[src/rtl/debounce_pkg.sv]
// Shared types and default constants for the input debouncer and its users.
package debounce_pkg;

    typedef enum logic [1:0] {
        IDLE_LO,
        CHK_HI,
        IDLE_HI,
        CHK_LO
    } deb_state_t;

    localparam int unsigned DEF_SYNC_STAGES   = 2;
    localparam int unsigned DEF_STABLE_CYCLES = 4;

endpackage

[src/rtl/input_debouncer_sync_chain.sv]
// Multi-flop synchroniser for an asynchronous single-bit input.
// Synchronous active-low reset clears every stage to 0.
module sync_chain #(
    parameter int unsigned STAGES = 2
) (
    input  logic clk,
    input  logic resetn,
    input  logic d,
    output logic q
);

    logic [STAGES-1:0] sr;

    // Shift the raw input through STAGES flops; stage 0 takes the raw input.
    always_ff @(posedge clk) begin
        if (!resetn) begin
            sr <= '0;
        end else begin
            sr <= {sr[STAGES-2:0], d};
        end
    end

    assign q = sr[STAGES-1];

endmodule

[src/rtl/input_debouncer.sv]
// Debouncer for a raw asynchronous level input (button, strap).
// Synchronises din_raw, then lets dout follow only after the synchronised
// level has held a new value for STABLE_CYCLES consecutive clk edges.
// Optional feature macro: DEBOUNCE_GLITCH_CNT_EN adds the saturating
// glitch_cnt output counting rejected candidate changes.
module input_debouncer
    import debounce_pkg::*;
#(
    parameter int unsigned SYNC_STAGES   = DEF_SYNC_STAGES,
    parameter int unsigned STABLE_CYCLES = DEF_STABLE_CYCLES
`ifdef DEBOUNCE_GLITCH_CNT_EN
    ,
    parameter int unsigned GLITCH_W      = 8
`endif
) (
    input  logic                clk,
    input  logic                resetn,
    input  logic                din_raw,
    output logic                dout,
`ifdef DEBOUNCE_GLITCH_CNT_EN
    output logic [GLITCH_W-1:0] glitch_cnt,
`endif
    output logic                settling
);

    localparam int unsigned      CNT_W    = $clog2(STABLE_CYCLES);
    localparam logic [CNT_W-1:0] CNT_ONE  = CNT_W'(1);
    localparam logic [CNT_W-1:0] CNT_LAST = CNT_W'(STABLE_CYCLES - 1);

    deb_state_t       state;
    logic [CNT_W-1:0] cnt;
    logic             s;

    sync_chain #(
        .STAGES (SYNC_STAGES)
    ) u_sync (
        .clk    (clk),
        .resetn (resetn),
        .d      (din_raw),
        .q      (s)
    );

    // Qualification FSM; dout/settling are registered alongside the state.
    // A returning level is tested before the qualify count, so it wins.
    always_ff @(posedge clk) begin
        if (!resetn) begin
            state    <= IDLE_LO;
            cnt      <= '0;
            dout     <= 1'b0;
            settling <= 1'b0;
        end else begin
            case (state)
                IDLE_LO: begin
                    if (s) begin
                        state    <= CHK_HI;
                        cnt      <= CNT_ONE;
                        settling <= 1'b1;
                    end
                end
                CHK_HI: begin
                    if (!s) begin
                        state    <= IDLE_LO;
                        cnt      <= '0;
                        settling <= 1'b0;
                    end else if (cnt == CNT_LAST) begin
                        state    <= IDLE_HI;
                        cnt      <= '0;
                        dout     <= 1'b1;
                        settling <= 1'b0;
                    end else begin
                        cnt <= cnt + CNT_ONE;
                    end
                end
                IDLE_HI: begin
                    if (!s) begin
                        state    <= CHK_LO;
                        cnt      <= CNT_ONE;
                        settling <= 1'b1;
                    end
                end
                CHK_LO: begin
                    if (s) begin
                        state    <= IDLE_HI;
                        cnt      <= '0;
                        settling <= 1'b0;
                    end else if (cnt == CNT_LAST) begin
                        state    <= IDLE_LO;
                        cnt      <= '0;
                        dout     <= 1'b0;
                        settling <= 1'b0;
                    end else begin
                        cnt <= cnt + CNT_ONE;
                    end
                end
                default: begin
                    state    <= IDLE_LO;
                    cnt      <= '0;
                    dout     <= 1'b0;
                    settling <= 1'b0;
                end
            endcase
        end
    end

`ifdef DEBOUNCE_GLITCH_CNT_EN
    logic reject;

    // A rejection is any CHK state seeing the synchronised level fall back.
    always_comb begin
        reject = ((state == CHK_HI) && !s) || ((state == CHK_LO) && s);
    end

    // Saturating count of rejected candidates; cleared only by reset.
    always_ff @(posedge clk) begin
        if (!resetn) begin
            glitch_cnt <= '0;
        end else if (reject && (glitch_cnt != '1)) begin
            glitch_cnt <= glitch_cnt + 1'b1;
        end
    end
`endif

endmodule
[config.mk]
export PLATFORM = sky130hd
export DESIGN_NAME = input_debouncer
export DESIGN_NICKNAME = d
export VERILOG_FILES = /design/src/rtl/debounce_pkg.sv /design/src/rtl/input_debouncer_sync_chain.sv /design/src/rtl/input_debouncer.sv
export SDC_FILE = /design/constraint.sdc
export NUM_CORES = 1
export LEC_CHECK = 0
export CAP_MARGIN = 20
export CORE_AREA = 2 2 39 41
export DETAILED_ROUTE_END_ITERATION = 7
export DIE_AREA = 0 0 41 43
export SYNTH_ARGS = -nofsm -noshare
export SYNTH_HDL_FRONTEND = slang
export SYNTH_SLANG_ARGS = --single-unit
[constraint.sdc]
create_clock -name clk -period 1.1 [get_ports clk]
set_input_delay 0.33 -clock clk [delete_from_list [all_inputs] [get_ports clk]]
set_output_delay 0.33 -clock clk [all_outputs]
set_load 0.01 [all_outputs]
# After elaboration in Yosys (flattened, before gate mapping)
# Cells that the tools add are included.
[word_totals]
reg_bits = 8
output_inout_bits = 2
[classes]
muxes = 23
n_eq_ne = 12
add_sub_neg = 1
n_reduce_logical = 5
[ops]
columns = ["cell", "count"]
rows = [
  ["two-way mux 2 bit", 10],
  ["one-hot mux 2 bit (4 select lines)", 2],
  ["two-way mux 1 bit", 9],
  ["!= test 2 bit, second input constant", 4],
  ["equality test 2 bit, second input constant", 3],
  ["AND reduction 5 bit", 1],
  ["!= test 2 x 1 -> 1 bit, second input constant", 2],
  ["one-hot mux 1 bit (4 select lines)", 1],
  ["AND reduction 4 bit", 1],
  ["!= test 3 x 2 -> 1 bit, second input constant", 1],
  ["!= test 3 bit, second input constant", 1],
  ["adder 2 x 1 -> 2 bit, second input constant", 1],
  ["equality test 2 x 1 -> 1 bit, second input constant", 1],
  ["zero test 2 bit", 1],
  ["one-hot mux 1 bit (2 select lines)", 1],
  ["AND reduction 2 bit", 1],
  ["nonzero test 2 bit", 1],
]

# Longest topological paths before layout
[logic_depth]
depth_word = 4
mapped_depth = 4
ltp_nobuf = 4

# Modules after synthesis
# From an unflattened synthesis, not the netlist that was laid out.
[hier_totals]
hier_cells = 31
hier_area_um2 = 314.1
[modules_own_cells]
columns = ["module", "area_each_um2", "n_inst", "seq_area_each_um2", "cells_each"]
rows = [
  ["input_debouncer", 261.5, 1, 120.1, 27],
  ["sync_chain", 52.6, 1, 40.0, 4],
]

# Worst setup path before layout
# OpenSTA, ideal clock, no wires.
[synth_path]
path_type = "reg-to-reg"
from = "reg (tool-made name)"
to = "reg cnt[1]"
required_time_ps = 1030
setup_time_ps = 70
arrival_time_ps = 979
period_less_slack_ps = 1049
path_stages_with_launch = 4
slack_ps = 51
n_path_buf = 0
cell_sequence = "dfxtp_1 -> xor2_1 -> or3b_1 -> a21boi_1"
[synth_lines]
columns = ["element", "line_no", "rtl"]
rows = [
  ["to (signal assigned)", "input_debouncer.sv:71", "cnt <= cnt + CNT_ONE;"],
  ["to (signal assigned)", "input_debouncer.sv:92", "cnt <= cnt + CNT_ONE;"],
  ["to (decl)", "input_debouncer.sv:31", "logic [CNT_W-1:0] cnt;"],
]

==> results.md <==
- Worst Hold Class: flip-flop to flip-flop
- Netlist area before placement: around 320 um2
- Number of library cell types mapped by synthesis: 17
- Number of global-route vias before repair: ~250
- Clock Tree Buf Depth: 2
- Largest stage delay, worst path: between 0.3 and 0.4 ns
- Number of endpoints with negative hold slack in the final report: 0
- Share of the yosys chip area belonging to registers: 50.6%
- Top FF cell, synth: sky130_fd_sc_hd__dfxtp_1
- Insertion delay of the later-clocked pin in the worst-skew pair: between 0.2 and 0.3 ns
- Number of placed I/O pins: 5
- Wire per inst: about 9.5 um
- Worst hold start: u_sync.sr[0]
- Number of nets in the finished design: 50
- Starting density of the core: between 20 and 25%
- Die Y: between 40 and 50 um
- Critical path start-end classification: flip-flop to flip-flop
- Number of nets with antenna violations after routing: 0
- Commonest non-fill, non-tap cell in the layout: sky130_fd_sc_hd__buf_4
- Via density: between 4 and 5
- # hold bufs at CTS: 0
- Fin crit period: around 1.1 ns
- RR Endpoint: cnt[1]
- Relative area change from synthesis to final layout: 45.1%
- Cell area power density: approximately 1200 nW/um2
- Number of antenna violations at the first check in global routing: 0
- Count of yosys warnings during synthesis: 0
- Instance area after placement: between 400 and 500 um2
- Final non-filler cell area: 459 um2
- Leakage dissipation: roughly 0.20 nW
- Length of routed met2 wiring: 276 um
- Total via count after detailed routing: roughly 250
- Overall global routing resource usage: between 8 and 9%
- Clock root buffer: sky130_fd_sc_hd__clkbuf_4
- Hold EP: u_sync.sr[1]
- Die width: between 40 and 50 um
- Cell Chain, Critical Path: xor2_2 -> or3b_1 -> a21boi_1
- RSZ-0062 raised after global routing: yes
- Register bit total from synthesis: 8
- Synthesized area divided by synthesized cell count: roughly 11 um2
- Worst-case clock skew: 0.00268 ns
- GRT Residual Overflow: 0
- Global-route wire length before repair: between 900 and 1000 um
- Die Outline Area: around 1800 um2
- Startpoint type of the worst setup path: flip-flop
- Port bufs: 4
- Total wire length after detailed routing: ~560 um
- Clock slew at the register clock pins of the worst setup and hold paths: 0.05 ns
- Register-to-Register Setup Slack: 0.007 ns
- Post-synthesis net count: 35
- Max-slew violation count: 0
- Most used cells in the layout excluding fill and tap cells: 6 x sky130_fd_sc_hd__buf_4, 4 x sky130_fd_sc_hd__dfxtp_2, 4 x sky130_fd_sc_hd__dfxtp_1
- Worst r2r path cells: 3
- Hold Path Cell Cnt: 1
- Starting DRC count in detailed routing: 4
- Peak VDD IR: 0.699 mV
- Maximum net fanout on the critical path: 4
- RD Place Congestion: roughly 0.77
- F_max: 915 MHz
- Drt drc: 0
- Syn Inst Count: 30
- Slack of the critical path: approximately 0.0070 ns
- Met1 WL: approximately 260 um
- Proportion of register bits with asynchronous set or reset after synthesis: 0%
- Number of max-cap violations: 0
- Sort of element at the end of the critical path: flip-flop
- Rel. slew slack: between 80% and 90%
- Number of enable-type register cells in the synthesized netlist: 0
- Share of the cycle needed by the critical path after routing: slightly below 100%
- Critical path data arrival time: approximately 1.3 ns
- Met3 routed wirelength: 17 um
- Run status: finished clean
- Final core utilization: approximately 33%
- Pin count of the biggest net entering global routing: 9
- TritonCTS clock tree: done
- Slowest cell on crit path: sky130_fd_sc_hd__or3b_1
- Antenna diode instance count: 0
- Fraction of layout cells with a size suffix above 1: about two fifths
- Slew of the pin with the lowest slew margin: around 0.23 ns
- Post-place setup slack: -0.0940 ns
- Filler cell count: around 150
- Setup-failing EPs final: 0
- Req. time, crit path: ~1.3 ns
- Sink Count: 8
- CTS Buf Count: 3
- Highest Signal Layer: met4
- Estimated wirelength of the detail-placed design: roughly 380 um
- CTS H-tree lvls: 1
- Placeable core region: around 1400 um2
- Number of standard-cell rows in the floorplan: 14
- Number of detailed-routing iterations run before antenna repair: 3
-- routing by layer --
metal	vias up	track usage [%]
met4	0	10.7
met5	-	0
met3	2	4.71
met2	3	11.3
met1	116	8.82
li1	131	-
-- cell families (layout without fill, tap and decap cells) --
kind of cell | after synthesis | count (layout) | synth area share [%]
xor+xnor | 1 | 1 | 2.77
compound gates | 9 | 9 | 20.5
flops | 8 | 8 | 50.6
simple gates | 9 | 9 | 17.0
fa+ha+maj | 2 | 2 | 7.90
buf+inv | 1 | 14 | 1.18
-- where the power goes --
| group | leakage [nW] | internal [mW] | switching [mW] |
|---|---|---|---|
| Sequential | 0.0671 | 0.300 | 0.00589 |
| Combinational | 0.123 | 0.0248 | 0.0152 |
| Clock | 0.0138 | 0.124 | 0.0895 |
-- cell usage after synthesis, types with 2 or more instances --
library cell               count  area [um2]
sky130_fd_sc_hd__dfxtp_1       8         160
sky130_fd_sc_hd__a21boi_0      2        15.0
sky130_fd_sc_hd__nand2_1       2        7.51
sky130_fd_sc_hd__and2_1        2        12.5
sky130_fd_sc_hd__ha_1          2        25.0
sky130_fd_sc_hd__nand3_1       2        10.0
sky130_fd_sc_hd__o21a_1        2        15.0
-- worst max-delay path by stage --
| stage | startpoint | to | slack, ns |
|---|---|---|---|
| 2_1_floorplan | flip-flop | cnt[1] | 0.05 |
| 3_3_place_gp | resetn | flip-flop | -0.1 |
| 3_5_place_dp | resetn | flip-flop | -0.09 |
| 4_1_cts | cnt[1] | dout | 0.0002 |
| 5_1_grt | flip-flop | cnt[1] | -0.03 |
| 6_report | flip-flop | cnt[1] | 0.007 |
-- per-stage QoR --
step / setup TNS [ns] / total power [mW] / std cells / hold WS, ns
after floorplan: 0 / 0.324 / 30 / 0.412
after global placement: -0.678 / 0.348 / 55 / 0.416
after detailed placement: -0.694 / 0.350 / 55 / 0.427
after CTS: 0 / 0.576 / 59 / 0.439
after global routing: -0.0316 / 0.596 / 59 / 0.464
final: 0 / 0.559 / 59 / 0.434
-- repair_timing --
item / 4_1_cts / 5_1_grt
buffers inserted: 1 / 0
pin swaps: 1 / 4
gates resized for setup: 10 / 5
setup endpoints to repair: 3 / 2
endpoints found under the hold margin: 0 / 0
-- worst max-delay path, delay by kind of cell, from the launching register on --
family,cells,cell delay [ns]
AND/OR/NAND/NOR,1,0.36
flip-flops,1,0.33
AO/OA/AOI/OAI,1,0.14
XOR/XNOR,1,0.19
-- cell type report --
| cell class | instances | area [um2] | area share (%) |
|---|---|---|---|
| multi-input cells | 21 | 173 | 37.6 |
| flip-flops and latches | 8 | 165 | 36.0 |
| repair buffers | 10 | 75.1 | 16.3 |
| clock buffers | 3 | 22.5 | 4.90 |
| well taps | 16 | 20.0 | 4.36 |
| inverters | 1 | 3.75 | 0.817 |
No activity file was read; power rests on OpenSTA's default activity.
